==> src/rtl/cdb_arbiter_pkg.sv <==
// Shared CPU constants: ROB/result widths, the reserved "no tag" value and the
// reservation-station tag encoding used by the functional units.
package cdb_arbiter_pkg;

    // Reorder-buffer tag width and result data width
    localparam int ROB_W  = 6;
    localparam int DATA_W = 32;

    // Tags at or above this value never name a live ROB entry; idle CDB lanes
    // carry it so that consumers never match it by accident.
    localparam int INVALID_TAG = 16;

    // Reservation-station identification shared with the issue logic
    localparam int RS_NUM   = 4;
    localparam int RS_TAG_W = 2;

    typedef enum logic [RS_TAG_W-1:0] {
        RS_ALU0 = 2'd0,
        RS_ALU1 = 2'd1,
        RS_MUL  = 2'd2,
        RS_LSU  = 2'd3
    } rs_tag_e;

endpackage : cdb_arbiter_pkg

==> src/rtl/cdb_arbiter_if.sv <==
// Functional-unit result bus into the arbiter plus the two CDB broadcast lanes.
interface cdb_arbiter_if #(
    parameter int NUM_REQ = 4,
    parameter int ROB_W   = cdb_arbiter_pkg::ROB_W,
    parameter int DATA_W  = cdb_arbiter_pkg::DATA_W
);

    // Requester side: slice i of each vector belongs to requester i
    logic [NUM_REQ-1:0]        req_valid;
    logic [NUM_REQ*ROB_W-1:0]  req_robNum;
    logic [NUM_REQ*DATA_W-1:0] req_data;
    logic [NUM_REQ-1:0]        req_ready;

    // CDB lane 0
    logic                      CDBiscast;
    logic [ROB_W-1:0]          CDBrobNum;
    logic [DATA_W-1:0]         CDBdata;

    // CDB lane 1
    logic                      CDBiscast2;
    logic [ROB_W-1:0]          CDBrobNum2;
    logic [DATA_W-1:0]         CDBdata2;

    // At least one result still queued
    logic                      busy;

    // Functional units and CDB consumers
    modport master (
        output req_valid, req_robNum, req_data,
        input  req_ready,
        input  CDBiscast, CDBrobNum, CDBdata,
        input  CDBiscast2, CDBrobNum2, CDBdata2,
        input  busy
    );

    // The arbiter itself
    modport slave (
        input  req_valid, req_robNum, req_data,
        output req_ready,
        output CDBiscast, CDBrobNum, CDBdata,
        output CDBiscast2, CDBrobNum2, CDBdata2,
        output busy
    );

endinterface : cdb_arbiter_if

==> src/rtl/cdb_req_fifo.sv <==
// Two-entry result buffer for one functional unit. Results carrying a tag at or
// above INVALID_TAG are handshaken normally but silently discarded.
module cdb_req_fifo #(
    parameter int ROB_W  = cdb_arbiter_pkg::ROB_W,
    parameter int DATA_W = cdb_arbiter_pkg::DATA_W
) (
    input  logic              clock_i,
    input  logic              reset_i,
    input  logic              flush_i,
    input  logic              push_i,
    input  logic [ROB_W-1:0]  push_rob_i,
    input  logic [DATA_W-1:0] push_data_i,
    input  logic              pop_i,
    output logic              ready_o,
    output logic              not_empty_o,
    output logic              not_empty_d_o,
    output logic [ROB_W-1:0]  head_rob_o,
    output logic [DATA_W-1:0] head_data_o
);
    import cdb_arbiter_pkg::*;

    typedef struct packed {
        logic [ROB_W-1:0]  rob;
        logic [DATA_W-1:0] data;
    } entry_t;

    entry_t     mem_q [2];
    logic       rd_ptr_q, rd_ptr_d;
    logic [1:0] count_q, count_d;
    logic       tag_ok;
    logic       do_push;
    logic       do_pop;
    logic       wr_en;
    logic       wr_idx;

    // Space is judged on the pre-edge count, so a full buffer refuses a push
    // even while its head is being popped.
    assign ready_o     = (count_q != 2'd2);
    assign not_empty_o = (count_q != 2'd0);
    assign head_rob_o  = mem_q[rd_ptr_q].rob;
    assign head_data_o = mem_q[rd_ptr_q].data;

    // Next-state for occupancy and read pointer; flush empties the buffer
    always_comb begin
        // NOTE: every signal written here gets a value on every path first, otherwise a latch is inferred.
        tag_ok   = (int'(push_rob_i) < INVALID_TAG);
        do_push  = push_i && ready_o && tag_ok;
        do_pop   = pop_i && not_empty_o;
        wr_idx   = rd_ptr_q ^ count_q[0];
        wr_en    = do_push && !flush_i;
        count_d  = count_q + {1'b0, do_push} - {1'b0, do_pop};
        rd_ptr_d = rd_ptr_q ^ do_pop;
        if (flush_i) begin
            count_d  = 2'd0;
            rd_ptr_d = 1'b0;
        end
        not_empty_d_o = (count_d != 2'd0);
    end

    // Occupancy and read-pointer registers
    always_ff @(posedge clock_i) begin
        // NOTE: sequential state uses non-blocking assignments so every register samples pre-edge values.
        if (reset_i) begin
            count_q  <= 2'd0;
            rd_ptr_q <= 1'b0;
        end else begin
            count_q  <= count_d;
            rd_ptr_q <= rd_ptr_d;
        end
    end

    // Entry storage
    always_ff @(posedge clock_i) begin
        // NOTE: storage is not reset; an entry is only read while the count says it is valid.
        if (wr_en) begin
            mem_q[wr_idx] <= '{rob: push_rob_i, data: push_data_i};
        end
    end

endmodule : cdb_req_fifo

==> src/rtl/cdb_arbiter.sv <==
// Common-data-bus arbiter: per-unit two-entry buffers feeding two registered
// broadcast lanes, granted round-robin starting at ptr_q.
module cdb_arbiter #(
    parameter int NUM_REQ = 4,
    parameter int ROB_W   = cdb_arbiter_pkg::ROB_W,
    parameter int DATA_W  = cdb_arbiter_pkg::DATA_W
) (
    input  logic          clock,
    input  logic          reset,
    input  logic          flush,
    cdb_arbiter_if.slave  bus
);
    import cdb_arbiter_pkg::*;

    localparam int IDX_W = (NUM_REQ > 1) ? $clog2(NUM_REQ) : 1;

    typedef struct packed {
        logic              iscast;
        logic [ROB_W-1:0]  rob;
        logic [DATA_W-1:0] data;
    } lane_t;

    localparam lane_t LANE_IDLE = '{iscast: 1'b0, rob: ROB_W'(INVALID_TAG), data: '0};

    logic [NUM_REQ-1:0] ready_w;
    logic [NUM_REQ-1:0] not_empty;
    logic [NUM_REQ-1:0] not_empty_d;
    logic [NUM_REQ-1:0] pop;
    logic [ROB_W-1:0]   head_rob  [NUM_REQ];
    logic [DATA_W-1:0]  head_data [NUM_REQ];

    logic               grant0_vld, grant1_vld;
    logic [IDX_W-1:0]   grant0_idx, grant1_idx;

    logic [IDX_W-1:0]   ptr_q, ptr_d;
    lane_t              lane0_q, lane0_d;
    lane_t              lane1_q, lane1_d;
    logic               busy_q, busy_d;

    // (base + off) mod NUM_REQ for base < NUM_REQ and 0 <= off < NUM_REQ
    function automatic logic [IDX_W-1:0] wrap_idx(input logic [IDX_W-1:0] base, input int off);
        int sum;
        sum = int'(base) + off;
        if (sum >= NUM_REQ) begin
            sum = sum - NUM_REQ;
        end
        return IDX_W'(sum);
    endfunction

    for (genvar g = 0; g < NUM_REQ; g++) begin : g_fifo
        cdb_req_fifo #(
            .ROB_W  (ROB_W),
            .DATA_W (DATA_W)
        ) u_fifo (
            .clock_i       (clock),
            .reset_i       (reset),
            .flush_i       (flush),
            .push_i        (bus.req_valid[g]),
            .push_rob_i    (bus.req_robNum[g*ROB_W +: ROB_W]),
            .push_data_i   (bus.req_data[g*DATA_W +: DATA_W]),
            .pop_i         (pop[g]),
            .ready_o       (ready_w[g]),
            .not_empty_o   (not_empty[g]),
            .not_empty_d_o (not_empty_d[g]),
            .head_rob_o    (head_rob[g]),
            .head_data_o   (head_data[g])
        );
    end

    // Round-robin pick: lane 0 is the first non-empty buffer at or after
    // ptr_q, lane 1 the next non-empty buffer after lane 0's pick.
    always_comb begin
        grant0_vld = 1'b0;
        grant0_idx = '0;
        grant1_vld = 1'b0;
        grant1_idx = '0;
        for (int i = 0; i < NUM_REQ; i++) begin
            if (!grant0_vld && not_empty[wrap_idx(ptr_q, i)]) begin
                grant0_vld = 1'b1;
                grant0_idx = wrap_idx(ptr_q, i);
            end
        end
        for (int i = 1; i < NUM_REQ; i++) begin
            if (grant0_vld && !grant1_vld && not_empty[wrap_idx(grant0_idx, i)]) begin
                grant1_vld = 1'b1;
                grant1_idx = wrap_idx(grant0_idx, i);
            end
        end
        pop = '0;
        if (grant0_vld) begin
            pop[grant0_idx] = 1'b1;
        end
        if (grant1_vld) begin
            pop[grant1_idx] = 1'b1;
        end
    end

    // Next broadcast, pointer and busy; flush idles both lanes and rewinds ptr
    always_comb begin
        lane0_d = LANE_IDLE;
        lane1_d = LANE_IDLE;
        ptr_d   = ptr_q;
        busy_d  = |not_empty_d;
        if (flush) begin
            ptr_d  = '0;
            busy_d = 1'b0;
        end else begin
            if (grant0_vld) begin
                lane0_d = '{iscast: 1'b1, rob: head_rob[grant0_idx], data: head_data[grant0_idx]};
                ptr_d   = wrap_idx(grant0_idx, 1);
            end
            if (grant1_vld) begin
                lane1_d = '{iscast: 1'b1, rob: head_rob[grant1_idx], data: head_data[grant1_idx]};
                ptr_d   = wrap_idx(grant1_idx, 1);
            end
        end
    end

    // Registered CDB lanes, round-robin pointer and busy flag
    always_ff @(posedge clock) begin
        if (reset) begin
            lane0_q <= LANE_IDLE;
            lane1_q <= LANE_IDLE;
            ptr_q   <= '0;
            busy_q  <= 1'b0;
        end else begin
            lane0_q <= lane0_d;
            lane1_q <= lane1_d;
            ptr_q   <= ptr_d;
            busy_q  <= busy_d;
        end
    end

    assign bus.req_ready  = ready_w;
    assign bus.CDBiscast  = lane0_q.iscast;
    assign bus.CDBrobNum  = lane0_q.rob;
    assign bus.CDBdata    = lane0_q.data;
    assign bus.CDBiscast2 = lane1_q.iscast;
    assign bus.CDBrobNum2 = lane1_q.rob;
    assign bus.CDBdata2   = lane1_q.data;
    assign bus.busy       = busy_q;

endmodule : cdb_arbiter

==> src/flat_wrapper.sv <==
// flat-port wrapper written by rule: the top's interface ports become plain ports
module cdb_arbiter_flat import cdb_arbiter_pkg::*;
#(
    parameter int NUM_REQ = 4,
    parameter int ROB_W   = cdb_arbiter_pkg::ROB_W,
    parameter int DATA_W  = cdb_arbiter_pkg::DATA_W
)
  (clock, reset, flush, bus_req_valid, bus_req_robNum, bus_req_data, bus_req_ready, bus_CDBiscast, bus_CDBrobNum, bus_CDBdata, bus_CDBiscast2, bus_CDBrobNum2, bus_CDBdata2, bus_busy);
  cdb_arbiter_if #(.NUM_REQ(NUM_REQ), .ROB_W(ROB_W), .DATA_W(DATA_W)) bus_i ();
  input  logic clock;
  input  logic reset;
  input  logic flush;
  input wire logic [$bits(bus_i.req_valid)-1:0] bus_req_valid;
  input wire logic [$bits(bus_i.req_robNum)-1:0] bus_req_robNum;
  input wire logic [$bits(bus_i.req_data)-1:0] bus_req_data;
  output wire logic [$bits(bus_i.req_ready)-1:0] bus_req_ready;
  output wire logic [$bits(bus_i.CDBiscast)-1:0] bus_CDBiscast;
  output wire logic [$bits(bus_i.CDBrobNum)-1:0] bus_CDBrobNum;
  output wire logic [$bits(bus_i.CDBdata)-1:0] bus_CDBdata;
  output wire logic [$bits(bus_i.CDBiscast2)-1:0] bus_CDBiscast2;
  output wire logic [$bits(bus_i.CDBrobNum2)-1:0] bus_CDBrobNum2;
  output wire logic [$bits(bus_i.CDBdata2)-1:0] bus_CDBdata2;
  output wire logic [$bits(bus_i.busy)-1:0] bus_busy;
  assign bus_i.req_valid = bus_req_valid;
  assign bus_i.req_robNum = bus_req_robNum;
  assign bus_i.req_data = bus_req_data;
  assign bus_req_ready = bus_i.req_ready;
  assign bus_CDBiscast = bus_i.CDBiscast;
  assign bus_CDBrobNum = bus_i.CDBrobNum;
  assign bus_CDBdata = bus_i.CDBdata;
  assign bus_CDBiscast2 = bus_i.CDBiscast2;
  assign bus_CDBrobNum2 = bus_i.CDBrobNum2;
  assign bus_CDBdata2 = bus_i.CDBdata2;
  assign bus_busy = bus_i.busy;
  cdb_arbiter #(.NUM_REQ(NUM_REQ), .ROB_W(ROB_W), .DATA_W(DATA_W)) u_core (.clock(clock), .reset(reset), .flush(flush), .bus(bus_i));
endmodule
==> config.mk <==
export PLATFORM = sky130hd
export DESIGN_NAME = cdb_arbiter_flat
export DESIGN_NICKNAME = d
export VERILOG_FILES = /design/src/rtl/cdb_arbiter_pkg.sv /design/src/rtl/cdb_arbiter_if.sv /design/src/rtl/cdb_req_fifo.sv /design/src/rtl/cdb_arbiter.sv /design/src/flat_wrapper.sv
export SDC_FILE = /design/constraint.sdc
export NUM_CORES = 1
export LEC_CHECK = 0
export BUFFER_PORTS_ARGS = -buffer_cell sky130_fd_sc_hd__buf_4
export CORE_MARGIN = 2
export CORE_UTILIZATION = 50
export DETAILED_ROUTE_END_ITERATION = 8
export PLACE_DENSITY_LB_ADDON = 0.25
export SLEW_MARGIN = 25
export SYNTH_ARGS = -nofsm -noshare
export SYNTH_HDL_FRONTEND = slang
export SYNTH_SLANG_ARGS = --single-unit
==> constraint.sdc <==
create_clock -name clock -period 6.5 [get_ports clock]
set_clock_uncertainty 0.2 [all_clocks]
set_input_delay 1.625 -clock clock [delete_from_list [all_inputs] [get_ports clock]]
set_output_delay 1.625 -clock clock [all_outputs]
set_load 0.01 [all_outputs]
==> flow_summary_export.csv <==
group,metric,value,unit
layout,finish.utilization,0.613,
layout,flow.area_growth_from_synthesis,20.5,%
global_routing,grt.total_usage,0.255,
timing,setup_viol,0,
critical_path,critPathMaxStageDelay,0.51,ns
synth,synth_flop_cell,"sky130_fd_sc_hd__edfxtp_1",
detailed_routing,route.final.wire_length,46.9,mm
synth,synth.distinct_cells,53,
critical_path,worstPathArrival,6.01,ns
timing,timing.final.max_slew_violations,0,
global_routing,grt_start_max_net_pins,81,
timing,finalHoldViolations,0,
die,die_w,192,µm
clocking,clock_sink_count,397,
clocking,post-cts-setup-buffer-count,0,
die,die_y,192,µm
critical_path,crit_path_end_kind,"flip-flop",
global_routing,grt_pass1_wl,70.3,mm
placement,dp.final_hpwl,30.1,mm
detailed_routing,routed_via_density,5.96,
detailed_routing,ant_nets,0,
power_and_ir_drop,leakage_power,7.57,nW
layout,post_route_cells_drive_above_1_share,0.301,
placement,placed_cell_area,19800,µm²
clocking,clk_pin_slew_worst_paths,0.07,ns
detailed_routing,first_iter_violations,893,
global_routing,antenna_found_initial,0,
critical_path,critPathMaxFanout,25,
die,placement_rows,68,
layout,final_nets,1729,
clocking,clock_tree.root_cell,"sky130_fd_sc_hd__clkbuf_16",
global_routing,overflow_after_grt,0,
detailed_routing,detailedRoute.firstPassIterationCount,6,
placement,place_congestion,0.835,
layout,layoutNonFillerInstCount,2042,
critical_path,cp_cell_sequence,"o21ai_0, a21oi_1, or3_1, ha_1, nor3_1, a22oi_1, o32ai_4, buf_4, or2_1, nand2_1, inv_1, ha_1, a21oi_1, nor2_1, ha_1, inv_1, ha_1, or4_1, nor4_1, a21oi_1",
critical_path,timing.setup.critical_path_class,"reg -> reg",
clocking,tritoncts,"built",
critical_path,timing.reg2reg.worst_path_depth,20,
timing,min_period_over_period,0.888,
clocking,post_cts_gate_resize_count,0,
die,overall_die_area,36700,µm²
synth,synth_seq_cells,397,
timing,totalNegativeSetupSlack,0,ns
min_path,holdPathStages,2,
detailed_routing,routedWlPerCell,23.0,µm
clocking,clockBufferDepth,3,
min_path,holdCritPathClass,"reg -> reg",
critical_path,critPathTopFamily,"simple AND/OR/NAND/NOR gates",
clocking,tritoncts.num_buffers,41,
die,pin_count,242,
outcome,run_status,"completed",
critical_path,crit_path_top_delay_cell,"sky130_fd_sc_hd__or4_1",
layout,insertedDiodeCount,0,
synth,synth_area,17600,µm²
critical_path,crit_path_frequent_cell,"sky130_fd_sc_hd__ha_1",
critical_path,cp.buffers_inverters,3,
timing,finalCriticalPeriod,5.77,ns
timing,hold-worst-slack,0.413,ns
die,core_area,34500,µm²
synth,synth.net_count,1521,
detailed_routing,drt_drc_violations_left,0,
synth,post_synth_edffs,304,
timing,rsz0062_at_grt,"false",
die,start_util,0.509,
timing,fmax,173,MHz
placement,numPortBuffers,241,
power_and_ir_drop,power-per-cell-area,257,nW/µm²
placement,placed_cells_incl_taps,1966,
synth,async_flop_share,0,
run,max-cap-violations,0,
timing,relSlewSlack,0.324,
synth,yosys_warnings,0,
critical_path,timing.critical_path.required,6.74,ns
timing,worst_slew_pin_slew,1.01,ns
synth,synth.yosys.seq_area_share,0.625,
power_and_ir_drop,ir_drop,0.213,mV
synth,postSynthAreaPerCell,13.1,µm²
layout,finished_cell_area,21200,µm²
clocking,clock_tree.htree_level_count,2,
detailed_routing,via_count,12200,
global_routing,via_count_of_the_first_global_routing_pass,12200,
critical_path,timing.critical_path.from_type,"flip-flop",
clocking,worstSkewPairLatency,0.55,ns
clocking,cts_hold_fix_bufs,0,
critical_path,cp_num_cells,20,
synth,synth_cells,1346,
[cells by family (layout without fill, tap and decap cells)]
group | Yosys count | in the layout | share of synthesized area
DFF | 397 | 397 | 0.625
and+or+nand+nor | 268 | 268 | 0.0694
AOI/OAI and AO/OA | 263 | 263 | 0.112
muxes | 227 | 227 | 0.137
buffers and inverters | 158 | 399 | 0.0365
adders and majority gates | 17 | 17 | 0.0120
xor gates and xnor gates | 16 | 16 | 0.00797
[power by group]
group	switching, mW	internal [mW]	total [mW]
combinational	0.223	0.150	0.373
clock	0.953	1.35	2.31
sequential	0.0134	2.76	2.77
[Yosys cell counts, types with 2 or more instances]
cell,number,area share
sky130_fd_sc_hd__a31oi_1,2,0.00071
sky130_fd_sc_hd__and2_1,7,0.0025
sky130_fd_sc_hd__buf_1,8,0.0017
sky130_fd_sc_hd__o22a_1,3,0.0015
sky130_fd_sc_hd__inv_1,46,0.0098
sky130_fd_sc_hd__a211o_1,2,0.0010
sky130_fd_sc_hd__ha_1,16,0.011
sky130_fd_sc_hd__nand2b_1,5,0.0018
sky130_fd_sc_hd__nor3b_1,6,0.0026
sky130_fd_sc_hd__a211oi_1,72,0.031
sky130_fd_sc_hd__nand3_1,8,0.0023
sky130_fd_sc_hd__xor2_1,3,0.0015
sky130_fd_sc_hd__xnor2_1,13,0.0065
sky130_fd_sc_hd__dfxtp_1,93,0.11
sky130_fd_sc_hd__nor2_1,98,0.021
sky130_fd_sc_hd__o21bai_1,2,0.00085
sky130_fd_sc_hd__edfxtp_1,304,0.52
sky130_fd_sc_hd__or2_1,3,0.0011
sky130_fd_sc_hd__o21ai_1,2,0.00057
sky130_fd_sc_hd__o21a_1,2,0.00085
sky130_fd_sc_hd__nor4_1,3,0.0011
sky130_fd_sc_hd__buf_4,5,0.0021
sky130_fd_sc_hd__nor3_1,11,0.0031
sky130_fd_sc_hd__buf_2,18,0.0051
sky130_fd_sc_hd__mux2i_1,116,0.066
sky130_fd_sc_hd__mux2_2,111,0.071
sky130_fd_sc_hd__o221ai_1,69,0.034
sky130_fd_sc_hd__o211ai_1,44,0.019
sky130_fd_sc_hd__a22oi_1,2,0.00085
sky130_fd_sc_hd__nand4_1,2,0.00071
sky130_fd_sc_hd__a21oi_1,48,0.014
sky130_fd_sc_hd__inv_2,2,0.00043
sky130_fd_sc_hd__nand2_1,81,0.017
sky130_fd_sc_hd__or3_1,36,0.013
sky130_fd_sc_hd__or2_2,3,0.0011
sky130_fd_sc_hd__clkbuf_1,78,0.017
sky130_fd_sc_hd__or4_1,2,0.00085
sky130_fd_sc_hd__o21ai_0,5,0.0014
[layout make-up]
cell class | instances | area [µm²]
clock buffer | 62 | 1270
clock inverter | 14 | 75.1
sequential | 397 | 11000
timing repair buffer | 275 | 2060
multi-input combinational | 791 | 6030
fill | 2734 | 13400
tap | 455 | 569
inverter | 48 | 183
[flip-flops by register name, indices dropped and copies added, names as in the netlist]
signal and cells:
u_core.bus.CDBdata 32, u_core.bus.CDBdata2 32, u_core.bus.CDBiscast 1, u_core.bus.CDBiscast2 1, u_core.bus.CDBrobNum 6, u_core.bus.CDBrobNum2 6
u_core.bus.busy 1, u_core.g_fifo.u_fifo.count_q 8, u_core.g_fifo.u_fifo.mem_q 304, u_core.g_fifo.u_fifo.rd_ptr_q 4, u_core.ptr_q 2
[layout by cell type (no fill, tap or decap), drive strengths merged, types with 44 or more instances in the layout]
cell type	synthesis	layout
edfxtp	304	304
buf	32	275
mux2i	116	116
mux2	111	111
nor2	98	98
dfxtp	93	93
nand2	81	81
a211oi	72	72
o221ai	69	69
clkbuf	78	62
inv	48	49
a21oi	48	48
o211ai	44	44
[worst min-delay path, stage by stage (launching register included)]
cell                      delay (ns)
sky130_fd_sc_hd__dfxtp_1        0.42
sky130_fd_sc_hd__nand2_1        0.10
sky130_fd_sc_hd__a21oi_1        0.05
[final timing paths]
kind,startpoint,end,slack (ns)
max reg2reg,u_core.g_fifo[2].u_fifo.count_q[0],u_core.bus.busy,0.73
max,u_core.g_fifo[2].u_fifo.count_q[0],u_core.bus.busy,0.73
min reg2reg,u_core.ptr_q[0],u_core.ptr_q[0],0.41
min,u_core.ptr_q[0],u_core.ptr_q[0],0.41
[metrics by stage]
step                      power, mW  setup slack (ns)
after global routing           5.61             0.418
final                          5.45             0.725
after floorplan                3.02             0.372
after CTS                      5.49             0.786
after global placement         3.19             0.794
after detailed placement       3.20             0.826
[per-layer routing]
metal  GRT usage  part of all wire  vias to the layer above
li1            -                 -                     5548
met1       0.336              0.41                     5971
met2       0.419              0.48                      549
met3      0.0498             0.075                      105
met4      0.0970             0.033                        0
met5           0                 0                        -
No activity file was read; power rests on OpenSTA's default activity.
